## src/rtl/cmd_arbiter.sv

```systemverilog
// Two-source command arbiter feeding a single drive unit (IDLE/ISSUE/BUSY).
// Define CMD_ARB_RR_EN for round-robin; otherwise UART has fixed priority.
module cmd_arbiter #(
  parameter int CMD_W       = 16,
  parameter int TIMEOUT_CYC = 1000000
) (
  input  logic             clk,
  input  logic             rst,
  input  logic [CMD_W-1:0] uart_cmd,
  input  logic             uart_cmd_rdy,
  output logic             uart_clr,
  input  logic [CMD_W-1:0] tour_cmd,
  input  logic             tour_cmd_rdy,
  output logic             tour_clr,
  output logic [CMD_W-1:0] cmd,
  output logic             cmd_rdy,
  input  logic             clr_cmd_rdy,
  input  logic             send_resp,
  output logic [1:0]       grant,
  output logic             uart_done,
  output logic             tour_done,
  output logic             timeout
);

  localparam int CNT_W = $clog2(TIMEOUT_CYC + 1);
  localparam logic [CNT_W-1:0] CNT_LAST = CNT_W'(TIMEOUT_CYC - 1);
  localparam logic [CNT_W-1:0] CNT_MAX  = CNT_W'(TIMEOUT_CYC);

  typedef enum logic [1:0] {
    IDLE,
    ISSUE,
    BUSY
  } state_t;

  state_t           state, state_n;
  logic [CNT_W-1:0] cnt, cnt_n;
  logic [CMD_W-1:0] cmd_n;
  logic [1:0]       grant_n;
  logic             uart_clr_n, tour_clr_n;
  logic             uart_done_n, tour_done_n;
  logic             timeout_n;
  logic             pick_tour;

`ifdef CMD_ARB_RR_EN
  logic last_tour, last_tour_n;

  // On contention, serve whichever source did not win last time.
  assign pick_tour = tour_cmd_rdy &&
                     (!uart_cmd_rdy || !last_tour);

  always_ff @(posedge clk or posedge rst) begin
    if (rst) last_tour <= 1'b1;
    else     last_tour <= last_tour_n;
  end
`else
  assign pick_tour = tour_cmd_rdy && !uart_cmd_rdy;
`endif

  assign cmd_rdy = (state == ISSUE);

  always_comb begin
    state_n     = state;
    cnt_n       = cnt;
    cmd_n       = cmd;
    grant_n     = grant;
    uart_clr_n  = 1'b0;
    tour_clr_n  = 1'b0;
    uart_done_n = 1'b0;
    tour_done_n = 1'b0;
    timeout_n   = 1'b0;
`ifdef CMD_ARB_RR_EN
    last_tour_n = last_tour;
`endif
    unique case (state)
      IDLE: begin
        if (uart_cmd_rdy || tour_cmd_rdy) begin
          state_n = ISSUE;
          if (pick_tour) begin
            cmd_n      = tour_cmd;
            grant_n    = 2'b10;
            tour_clr_n = 1'b1;
          end else begin
            cmd_n      = uart_cmd;
            grant_n    = 2'b01;
            uart_clr_n = 1'b1;
          end
`ifdef CMD_ARB_RR_EN
          last_tour_n = pick_tour;
`endif
        end
      end
      ISSUE: begin
        if (clr_cmd_rdy) begin
          if (send_resp) begin
            uart_done_n = grant[0];
            tour_done_n = grant[1];
            grant_n     = 2'b00;
            state_n     = IDLE;
          end else begin
            cnt_n   = '0;
            state_n = BUSY;
          end
        end
      end
      BUSY: begin
        if (send_resp) begin
          uart_done_n = grant[0];
          tour_done_n = grant[1];
          grant_n     = 2'b00;
          state_n     = IDLE;
        end else if (cnt == CNT_LAST) begin
          // This edge brings the count to its limit: abandon.
          cnt_n     = CNT_MAX;
          timeout_n = 1'b1;
          grant_n   = 2'b00;
          state_n   = IDLE;
        end else if (cnt < CNT_MAX) begin
          cnt_n = cnt + 1'b1;
        end
      end
      default: state_n = IDLE;
    endcase
  end

  always_ff @(posedge clk or posedge rst) begin
    if (rst) begin
      state     <= IDLE;
      cnt       <= '0;
      cmd       <= '0;
      grant     <= 2'b00;
      uart_clr  <= 1'b0;
      tour_clr  <= 1'b0;
      uart_done <= 1'b0;
      tour_done <= 1'b0;
      timeout   <= 1'b0;
    end else begin
      state     <= state_n;
      cnt       <= cnt_n;
      cmd       <= cmd_n;
      grant     <= grant_n;
      uart_clr  <= uart_clr_n;
      tour_clr  <= tour_clr_n;
      uart_done <= uart_done_n;
      tour_done <= tour_done_n;
      timeout   <= timeout_n;
    end
  end

endmodule

```

## config.mk

```make
export PLATFORM = sky130hd
export DESIGN_NAME = cmd_arbiter
export DESIGN_NICKNAME = d
export VERILOG_FILES = /design/src/rtl/cmd_arbiter.sv
export SDC_FILE = /design/constraint.sdc
export NUM_CORES = 1
export LEC_CHECK = 0
export ABC_AREA = 1
export CAP_MARGIN = 20
export CELL_PAD_IN_SITES_DETAIL_PLACEMENT = 0
export CELL_PAD_IN_SITES_GLOBAL_PLACEMENT = 2
export CORE_UTILIZATION = 30
export DETAILED_ROUTE_END_ITERATION = 8
export GPL_TIMING_DRIVEN = 0
export PLACE_DENSITY_LB_ADDON = 0.1
export SLEW_MARGIN = 0
export SYNTH_ARGS = -nofsm -noshare
export SYNTH_HDL_FRONTEND = slang
export SYNTH_SLANG_ARGS = --single-unit
```

## constraint.sdc

```tcl
create_clock -name clk -period 2.7 [get_ports clk]
set_input_delay 0.81 -clock clk [delete_from_list [all_inputs] [get_ports clk]]
set_output_delay 0.81 -clock clk [all_outputs]
set_load 0.02 [all_outputs]
```

==> summary.md, run 1 <==
| Metric | Value |
|---|---|
| Fin util | 42.0% |
| Fmax achieved | 0.405 GHz |
| Worst-margin pin slew | 0.577 ns |
| CP max FO | 4 |
| CTS buffer count | 5 |
| Core area | 0.00838 sq mm |
| CTS H-tree depth | 2 |
| Non-filler cells in the finished layout | approximately 530 |
| Slowest cell on crit path | clkdlybuf4s50_1 |
| Placed insts | 525 |
| Post-layout net count | 470 |
| Period utilization | 91.6% |
| CTS tree | done |
| RSZ-0062 raised after global routing | no |
| Setup Skew | 0.00395 ns |
| FILL cells | a little under 900 |
| DR vias | approximately 2500 |
| Hold-fix buffers, CTS | 0 |
| Routed Antenna Nets | 0 |
| PD cells | 778 mW/mm^2 |
| Commonest non-fill, non-tap cell in the layout | nand2_1 |
| Wire per inst | 14.2 microns |
| Largest net degree at the start of global routing | 32 |
| Dpl ws | 0.163 ns |
| Tot GR Track Use | 18.2% |
| Setup crit end kind | output port |
| DIE AREA | 0.00918 sq mm |
| Most frequent cells in the layout | nand2_1, clkdlybuf4s50_1, dfrtp_1 |
| Chip width | 95.8 microns |
| Worst hold start | cnt[18] |
| First DRT Iteration DRCs | 108 |
| Syn avg cell area | 7.38 sq um |
| Min cycle time layout | ~2.5 ns |
| Global-route wire length before repair | 12.5 mm |
| Layout area overhead | 33.3% |
| Worst reg2reg path startpoint | state[0] |
| Min-Delay Endpoint | cnt[18] |
| Leakage | 1.56 nW |
| Post-CTS setup buffer count | 0 |
| # DRC | 0 |
| Clock-pin slew on the worst setup and hold paths | 0.09 ns |
| Number of max-cap violations | 0 |
| Most used flip-flop cell after synthesis | dfrtp_1 |
| Status | completed |
| HPWL after DPL | 5.71 mm |
| Clk sinks | 45 |
| Critical Path, Cell by Cell | inv_1, ha_1, clkdlybuf4s50_1 |
| Syn Inst Count | 358 |
| Final wirelength | 7.55 mm |
| Starting Density | 31.5% |
| Vias per cell | 4.69 |
| Hold Path Depth | 2 |
| Critical path launch point type | flip-flop |
| Top cell type's share of synthesized area | 42.6% |
| Crit path buffers/inverters | 2 |
| FP Rows | 33 |
| Layout cells sized above 1 | 8.18% |
| Grt total ovfl | 0 |
| Placer Congestion | 0.787 |
| Setup WS post-layout | 0.228 ns |
| Crit path DAT | roughly 1.7 ns |
| Placed inst area | 0.00340 sq mm |
| Post-synth EDFFs | 0 |
| PostCTS Resize Cnt | 0 |
| Class of the worst hold path | flip-flop to flip-flop |
| Data required, critical path | around 1.9 ns |
| Clock tree buffer depth | 2 |
| Critical Setup Path Class | flip-flop to output port |
| Total Negative Setup Slacks | 0 ns |
| Clk Latency, worst-skew pair | ~0.30 ns |
| Max-slew violation count | 0 |
| Worst slew margin | 61.5% |
| Antenna violations before repair | 0 |
| Top Family by Delay on Critical Path | buffers and inverters |
| Die span in y | 95.8 microns |
| Main area contributors after synthesis | dfrtp_1, nand2_1, nor2_1 |
| Number of global-route vias before repair | 2532 |
| Ys Warns | 0 |
| Synthesized flop and latch total | 45 |
| Design area | between 0.003 and 0.004 sq mm |
| Reg-to-Reg End | cnt[4] |
| Buffers on Ports | 61 |
| Syn_nets | between 400 and 500 |
| Num ports | 62 |
| Setup violations, final | 0 |
| Antenna cells | 0 |
| Leading area contributor after synthesis | dfrtp_1 |
| Crit-path max cell delay | just over 0.6 ns |
| Reg2Reg Depth | 9 |
| Fraction of registers with async set/reset | 100% |
| R2R Setup Slk | around 0.80 ns |
| Unique cell type count in the Yosys netlist | 32 |
| Drt pass-1 iters | 4 |
| Fin. Hold Viols | 0 |
| Register area share after synthesis | between 40% and 50% |
| Area of the mapped netlist | between 0.002 and 0.003 sq mm |
| VDD IR max | 375 uV |
| Clk root buf | clkbuf_8 |
==> metrics by stage <==
step	hold WS [ns]	total power [mW]
after floorplan	0.470	1.66
final	0.519	2.74
after global routing	0.542	2.94
after global placement	0.491	2.21
after CTS	0.522	2.78
after detailed placement	0.497	2.21
==> per-layer routing <==
metal / global-route usage (%) / wire length, microns
met5: 0 / 0
met4: 4.98 / 93
met3: 4.58 / 450
met2: 29.6 / 3500
met1: 24.0 / 3500
==> worst register-to-register path: cells and delay by family (launching register included) <==
kind | cells | cell delay [ns]
buffers and inverters | 3 | 0.52
DFF | 1 | 0.41
AOI/OAI and AO/OA | 2 | 0.38
and+or+nand+nor | 3 | 0.33
adders and majority gates | 1 | 0.15
==> state kept, by name, summed over array words and instances, names as in the netlist, 2 cells and up <==
register	cells
cmd	16
cnt	20
state	2
grant	2
==> how the worst max path moves through the flow <==
stage | startpoint | to | cells after the start
2_1_floorplan | rst | cmd[0] | 1
4_1_cts | state[1] | cmd_rdy | 3
6_report | state[1] | cmd_rdy | 3
5_1_grt | state[1] | cmd_rdy | 3
3_3_place_gp | rst | grant[0] | 2
3_5_place_dp | tour_cmd_rdy | cmd[9] | 7
==> kinds of logic after synthesis <==
logic type | count (synthesis) | synth area share [%]
adders and majority gates | 5 | 2.37
xor gates and xnor gates | 5 | 1.66
buffers and inverters | 51 | 7.86
and+or+nand+nor | 209 | 35.7
AOI/OAI and AO/OA | 43 | 9.76
DFF | 45 | 42.6
==> layout make-up <==
type,instances,area (sq um),area share [%]
repair buffers,62,631,17.9
multi-input cells,262,1310,37.1
inverters,42,158,4.48
clock inverters,1,30.0,0.853
clock buffers,7,86.3,2.45
flip-flops and latches,45,1130,32.0
plain buffers,9,50.0,1.42
well taps,105,131,3.73
==> Yosys cell counts, drive strengths merged (2+ instances only) <==
cell and count:
a21oi 6, a31oi 17, buf 6, clkbuf 3, dfrtp 45, ha 5
inv 41, nand2 109, nand3 21, nand3b 2, nand4 13, nor2 51
nor3 10, o21ai 19, xor2 5
==> report_power, final <==
group	internal, mW	switching [mW]	leakage (nW)
logic	0.520	0.721	0.929
clock network	0.302	0.249	0.0585
registers	0.842	0.103	0.576
No activity file was read; power rests on OpenSTA's default activity.
==> inputs of run 2 (changes only) <==
--- a/config.mk
+++ b/config.mk
@@ -12,6 +12,7 @@
 export CORE_UTILIZATION = 30
 export DETAILED_ROUTE_END_ITERATION = 8
 export GPL_TIMING_DRIVEN = 0
+export MAX_ROUTING_LAYER = met4
 export PLACE_DENSITY_LB_ADDON = 0.1
 export SLEW_MARGIN = 0
 export SYNTH_ARGS = -nofsm -noshare
==> run 2 against run 1 <==
  * Power barely moved
  * Largest cell class unchanged
  * Critical path depth stayed put
  * Via count grew 0.40%
  * Sequential power barely moved
  * Critical path type unchanged
  * First-iteration DRC count shrank 1.9%
  * Register-to-register slack hardly changed
==> summary.md, run 2 (same netlist as run 1, synthesis figures left out) <==
| Metric | Value |
|---|---|
| Total power | 2.74 mW (about the same) |
| Crit path DAT | 1.66 ns (about the same) |
| Core area | 0.00838 sq mm (unchanged) |
| PD cells | 778 mW/mm^2 (about the same) |
| Layout cells sized above 1 | 8.18% (unchanged) |
| Critical path launch point type | flip-flop (unchanged) |
| Fmax achieved | 0.405 GHz (about the same) |
| Placed inst area | 0.00340 sq mm (unchanged) |
| Setup violations, final | 0 (unchanged) |
| Clk sinks | 45 (unchanged) |
| Number of max-cap violations | 0 (unchanged) |
| Dpl ws | 0.163 ns (unchanged) |
| FP Rows | 33 (unchanged) |
| Reg with most FFs | cnt (unchanged) |
| PostCTS Resize Cnt | 0 (unchanged) |
| Placer Congestion | 0.798 (was 0.787) |
| CTS tree | done (unchanged) |
| RSZ-0062 raised after global routing | no (unchanged) |
| Buffers on Ports | 61 (unchanged) |
| Die span in y | 95.8 microns (unchanged) |
| Routed Antenna Nets | 0 (unchanged) |
| Largest register FFs | 20 (unchanged) |
| Number of global-route vias before repair | 2541 (was 2532) |
| Critical Setup Path Class | flip-flop to output port (unchanged) |
| Drt pass-1 iters | 4 (unchanged) |
| DR vias | 2509 (was 2499) |
| Commonest non-fill, non-tap cell in the layout | nand2_1 (unchanged) |
| Top Family by Delay on Critical Path | buffers and inverters (unchanged) |
| Fin. Hold Viols | 0 (unchanged) |
| Tot GR Track Use | 18.8% (was 18.2%) |
| Most frequent cells in the layout | nand2_1, clkdlybuf4s50_1, dfrtp_1 (unchanged) |
| Wire per inst | 14.1 microns (was 14.2 microns) |
| Leakage | 1.56 nW (unchanged) |
| Largest net degree at the start of global routing | 32 (unchanged) |
| First DRT Iteration DRCs | 106 (was 108) |
| Hold WS | 0.519 ns (unchanged) |
| Global-route wire length before repair | 12.5 mm (about the same) |
| DIE AREA | 0.00918 sq mm (unchanged) |
| Post-layout net count | 470 (unchanged) |
| Hold-fix buffers, CTS | 0 (unchanged) |
| # DRC | 0 (unchanged) |
| Status | completed (unchanged) |
| Starting Density | 31.5% (unchanged) |
| CP max FO | 4 (unchanged) |
| Final wirelength | 7.53 mm (was 7.55 mm) |
| Clk Latency, worst-skew pair | 0.30 ns (about the same) |
| Antenna violations before repair | 0 (unchanged) |
| CTS buffer count | 5 (unchanged) |
| Data required, critical path | 1.89 ns (about the same) |
| Worst slew margin | 61.4% (was 61.5%) |
| Clock-pin slew on the worst setup and hold paths | 0.09 ns (about the same) |
| Setup crit end kind | output port (unchanged) |
| Clock tree buffer depth | 2 (unchanged) |
| CTS H-tree depth | 2 (unchanged) |
| Crit-path max cell delay | 0.62 ns (about the same) |
| Grt total ovfl | 0 (unchanged) |
| Min cycle time layout | 2.47 ns (about the same) |
| Layout area overhead | 33.3% (unchanged) |
| Antenna cells | 0 (unchanged) |
| Max-slew violation count | 0 (unchanged) |
| Critical Path, Cell by Cell | inv_1, ha_1, clkdlybuf4s50_1 (unchanged) |
| Setup Skew | 0.00421 ns (was 0.00395 ns) |
| Clk root buf | clkbuf_8 (unchanged) |
| VDD IR max | 375 uV (about the same) |
| Period utilization | 91.5% (was 91.6%) |
| Setup WS post-layout | 0.229 ns (was 0.228 ns) |
| Num ports | 62 (unchanged) |
| Crit path buffers/inverters | 2 (unchanged) |
| Slowest cell on crit path | clkdlybuf4s50_1 (unchanged) |
| Chip width | 95.8 microns (unchanged) |
| Class of the worst hold path | flip-flop to flip-flop (unchanged) |
| Post-CTS setup buffer count | 0 (unchanged) |
| Design area | 0.00352 sq mm (unchanged) |
| Worst-margin pin slew | 0.579 ns (was 0.577 ns) |
| Vias per cell | 4.71 (was 4.69) |
| HPWL after DPL | 5.71 mm (unchanged) |
| Largest registers | cnt: 20 flops, cmd: 16 flops (unchanged) |
[run 2: cell counts in the layout (fill, tap and decap cells not counted)]
No cell type changed its count.
[run 2: final cells by class]
cell class	instances	area (sq um)
repair buffers	62	631
inverters	42	158
plain buffers	9	50.0
well taps	105	131
clock buffers	7	86.3
clock inverters	1	30.0
flip-flops and latches	45	1130
fillers	879	4860
multi-input cells	262	1310
[run 2: layer usage]
layer  wire length (microns)  global-route usage, %  part of all wire, %  up-vias
li1                        -                      -                    -     1293
met4                      90                   4.98                  1.2        0
met5                       0                      -                    0        -
met3                     372                   3.95                  4.9        8
met1                    3580                   24.5                   48     1145
met2                    3490                   29.6                   46       63
[run 2: worst reg2reg max path: stages (launching register included)]
cell	delay, ns
dfrtp_1	0.41
inv_1	0.11
ha_1	0.15
buf_2	0.19
nand2_1	0.11
a21oi_1	0.30
nand2_4	0.16
buf_4	0.22
nand2_1	0.06
o21ai_0	0.08
[run 2: final timing paths]
path | startpoint | end | slack, ns | depth (start not counted)
min in group asynchronous | rst | cnt[8] | 0.79 | 2
worst max-delay path | state[1] | cmd_rdy | 0.23 | 3
worst min-delay path | cnt[18] | cnt[18] | 0.52 | 2
max in group asynchronous | rst | state[1] | 1.41 | 3
worst max register to register | state[0] | cnt[4] | 0.80 | 9
worst min register to register | cnt[18] | cnt[18] | 0.52 | 2
[run 2: where the power goes]
group	switching, mW	internal (mW)	total [mW]
combinational	0.722	0.520	1.24
sequential	0.104	0.842	0.946
clock	0.249	0.302	0.551
total	1.07	1.66	2.74
[run 2: metrics by stage]
stage / setup TNS [ns] / instances / utilization [%]
after detailed placement: 0 / 525 / 40.6
after CTS: 0 / 533 / 42.0
after global routing: 0 / 533 / 42.0
after global placement: -13.71 / 524 / 40.4
after floorplan: 0 / 358 / -
final: 0 / 533 / 42.0
==> inputs of run 3 (changes only) <==
--- a/config.mk
+++ b/config.mk
@@ -12,6 +12,7 @@
 export CORE_UTILIZATION = 30
 export DETAILED_ROUTE_END_ITERATION = 8
 export GPL_TIMING_DRIVEN = 0
+export HOLD_SLACK_MARGIN = 0.06
 export MAX_ROUTING_LAYER = met4
 export PLACE_DENSITY_LB_ADDON = 0.1
 export SLEW_MARGIN = 0
==> constraint.sdc (replaced) <==
create_clock -name clk -period 2.7 [get_ports clk]
set_input_delay 0.81 -clock clk [delete_from_list [all_inputs] [get_ports clk]]
set_output_delay 0.81 -clock clk [all_outputs]
set_load 0.1 [all_outputs]
==> run 3 against run 2 <==
  * Utilization about the same
  * Routed wire length unchanged
  * Power up 33%
  * Clock power about the same
  * Global-route usage about the same
  * Cell area about the same
  * Largest power group unchanged
==> summary.md, run 3 (same netlist as run 1, synthesis figures left out) <==
| Metric | Value |
|---|---|
| Placer Congestion | 0.798 (unchanged) |
| Largest registers | cnt: 20 flops, cmd: 16 flops (unchanged) |
| Critical Setup Path Class | flip-flop to output port (unchanged) |
| Layout cells sized above 1 | 8.41% (was 8.18%) |
| Setup WS post-layout | 0.0623 ns (was 0.229 ns) |
| Antenna cells | 0 (unchanged) |
| Setup crit end kind | output port (unchanged) |
| WL met2 | 3.49 mm (unchanged) |
| Num ports | 62 (unchanged) |
| # DRC | 0 (unchanged) |
| Buffers on Ports | 61 (unchanged) |
| Drt pass-1 iters | 4 (unchanged) |
| Layout area overhead | 33.3% (about the same) |
| Fin. Hold Viols | 0 (unchanged) |
| Reg2Reg Depth | 9 (unchanged) |
| Class of the worst hold path | flip-flop to flip-flop (unchanged) |
| Chip width | 95.8 microns (unchanged) |
| Critical path launch point type | flip-flop (unchanged) |
| Data required, critical path | 1.89 ns (about the same) |
| Largest net degree at the start of global routing | 32 (unchanged) |
| FILL cells | 878 (was 879) |
| Final wirelength | 7.53 mm (unchanged) |
| Post-layout net count | 470 (unchanged) |
| Antenna violations before repair | 0 (unchanged) |
| Status | completed (unchanged) |
| Leakage | 1.56 nW (about the same) |
| Clk Latency, worst-skew pair | 0.30 ns (about the same) |
| Global-route wire length before repair | 12.6 mm (was 12.5 mm) |
| Hold WS | 0.519 ns (unchanged) |
| CP max FO | 2 (was 4) |
| DR vias | 2509 (unchanged) |
| CTS tree | done (unchanged) |
| Flop pwr share | 25.9% (was 34.5%) |
| WL met3 | 372 microns (unchanged) |
| Worst-margin pin slew | 1.00 ns (was 0.579 ns) |
| Top Family by Delay on Critical Path | buffers and inverters (unchanged) |
| Reg-to-Reg End | cnt[4] (unchanged) |
| CP Capture Point | cmd[1] (was cmd_rdy) |
| DIE AREA | 0.00918 sq mm (unchanged) |
| R2R Setup Slk | 0.80 ns (about the same) |
| Reg with most FFs | cnt (unchanged) |
| Crit path buffers/inverters | 1 (was 2) |
| Grt total ovfl | 0 (unchanged) |
| Worst slew margin | 33.0% (was 61.4%) |
| FP Rows | 33 (unchanged) |
| Number of max-cap violations | 0 (unchanged) |
| Critical Path, Cell by Cell | clkdlybuf4s50_1 (was inv_1, ha_1, clkdlybuf4s50_1) |
| HPWL after DPL | 5.71 mm (unchanged) |
| Largest register FFs | 20 (unchanged) |
| Slowest cell on crit path | clkdlybuf4s50_1 (unchanged) |
| Number of global-route vias before repair | 2546 (was 2541) |
| Int Power | 1.66 mW (about the same) |
| Comb power frac | 59.0% (was 45.4%) |
| CTS H-tree depth | 2 (unchanged) |
| Crit path DAT | 1.83 ns (was 1.66 ns) |
| Switching Fraction | 54.6% (was 39.2%) |
| Period utilization | 97.7% (was 91.5%) |
| Worst setup path start | cmd[1] (was state[1]) |
| Uppermost layer routed | met4 (unchanged) |
| Clock tree buffer depth | 2 (unchanged) |
| Vias per cell | 4.71 (unchanged) |
| Core area | 0.00838 sq mm (unchanged) |
| Commonest non-fill, non-tap cell in the layout | nand2_1 (unchanged) |
| Setup Skew | 0.00421 ns (unchanged) |
| CP Depth | 1 (was 3) |
| Setup violations, final | 0 (unchanged) |
| Crit-path max cell delay | 1.16 ns (was 0.62 ns) |
| Tot GR Track Use | 18.8% (about the same) |
| RSZ-0062 raised after global routing | no (unchanged) |
| Clock-pin slew on the worst setup and hold paths | 0.09 ns (about the same) |
| CTS buffer count | 5 (unchanged) |
| Fmax achieved | 0.379 GHz (was 0.405 GHz) |
| VDD IR max | 565 uV (was 375 uV) |
| Wl on met1 | 3.58 mm (unchanged) |
| Post-CTS setup buffer count | 0 (unchanged) |
| Clk sinks | 45 (unchanged) |
| Clk root buf | clkbuf_8 (unchanged) |
| First DRT Iteration DRCs | 106 (unchanged) |
| Starting Density | 31.5% (unchanged) |
| Min cycle time layout | 2.64 ns (was 2.47 ns) |
| Dpl ws | 0.0190 ns (was 0.163 ns) |
| Clock Power Share | 15.1% (was 20.1%) |
| Max-slew violation count | 0 (unchanged) |
| Wire per inst | 14.1 microns (unchanged) |
| Worst reg2reg path startpoint | state[0] (unchanged) |
| Die span in y | 95.8 microns (unchanged) |
| Most frequent cells in the layout | nand2_1, clkdlybuf4s50_1, dfrtp_1 (unchanged) |
| Routed Antenna Nets | 0 (unchanged) |
| PD cells | 1040 mW/mm^2 (was 778 mW/mm^2) |
| Switching power total | 1.99 mW (was 1.07 mW) |
## run 3: layout make-up
class,count,area (sq um),share of cell area (%)
multi-input cells,262,1310,37.1
flip-flops and latches,45,1130,32.0
repair buffers,62,632,17.9
inverters,42,158,4.48
well taps,105,131,3.73
clock buffers,7,86.3,2.45
plain buffers,9,50.0,1.42
clock inverters,1,30.0,0.853
## run 3: routing by layer
metal | vias to the layer above | track usage (%)
li1 | 1293 | -
met1 | 1145 | 24.5
met2 | 63 | 29.6
met3 | 8 | 3.95
met4 | 0 | 4.98
met5 | - | -
## run 3: repair_timing
item	in CTS	in global routing
hold buffers	0	0
endpoints found under the setup margin	1	0
gates resized for setup	3	0
## run 3: how the worst min path moves through the flow
| stage | start | endpoint | slack (ns) | cells past startpoint |
|---|---|---|---|---|
| 6_report | cnt[18] | cnt[18] | 0.52 | 2 |
| 2_1_floorplan | cnt[18] | cnt[18] | 0.47 | 2 |
| 3_3_place_gp | cnt[18] | cnt[18] | 0.49 | 2 |
| 4_1_cts | cnt[18] | cnt[18] | 0.52 | 2 |
| 5_1_grt | cnt[18] | cnt[18] | 0.54 | 2 |
| 3_5_place_dp | cnt[18] | cnt[18] | 0.50 | 2 |
## run 3: power groups by stage
stage / Combinational [mW] / Sequential [mW] / Clock [mW]
finish: 2.15 / 0.946 / 0.551
global route: 2.28 / 0.969 / 0.599
CTS: 2.17 / 0.947 / 0.570
detailed placement: 2.17 / 0.957 / 0
global placement: 2.18 / 0.952 / 0
floorplan: 0.589 / 1.97 / 0
## run 3: worst min-delay path, cell delays in order, from the launching register on
cell and delay [ns]:
dfrtp_1 0.38, nand2_1 0.06, nand2_1 0.06
## run 3: stage by stage
step	TNS [ns]	cells	utilization (%)	instance area, sq um	power (mW)
final	0	533	42.0	3520	3.65
after global routing	0	533	42.0	3520	3.85
after CTS	0	533	42.0	3520	3.69
after detailed placement	0	525	40.6	3400	3.13
after global placement	-13.71	524	40.4	3380	3.13
after floorplan	0	358	-	2640	2.56
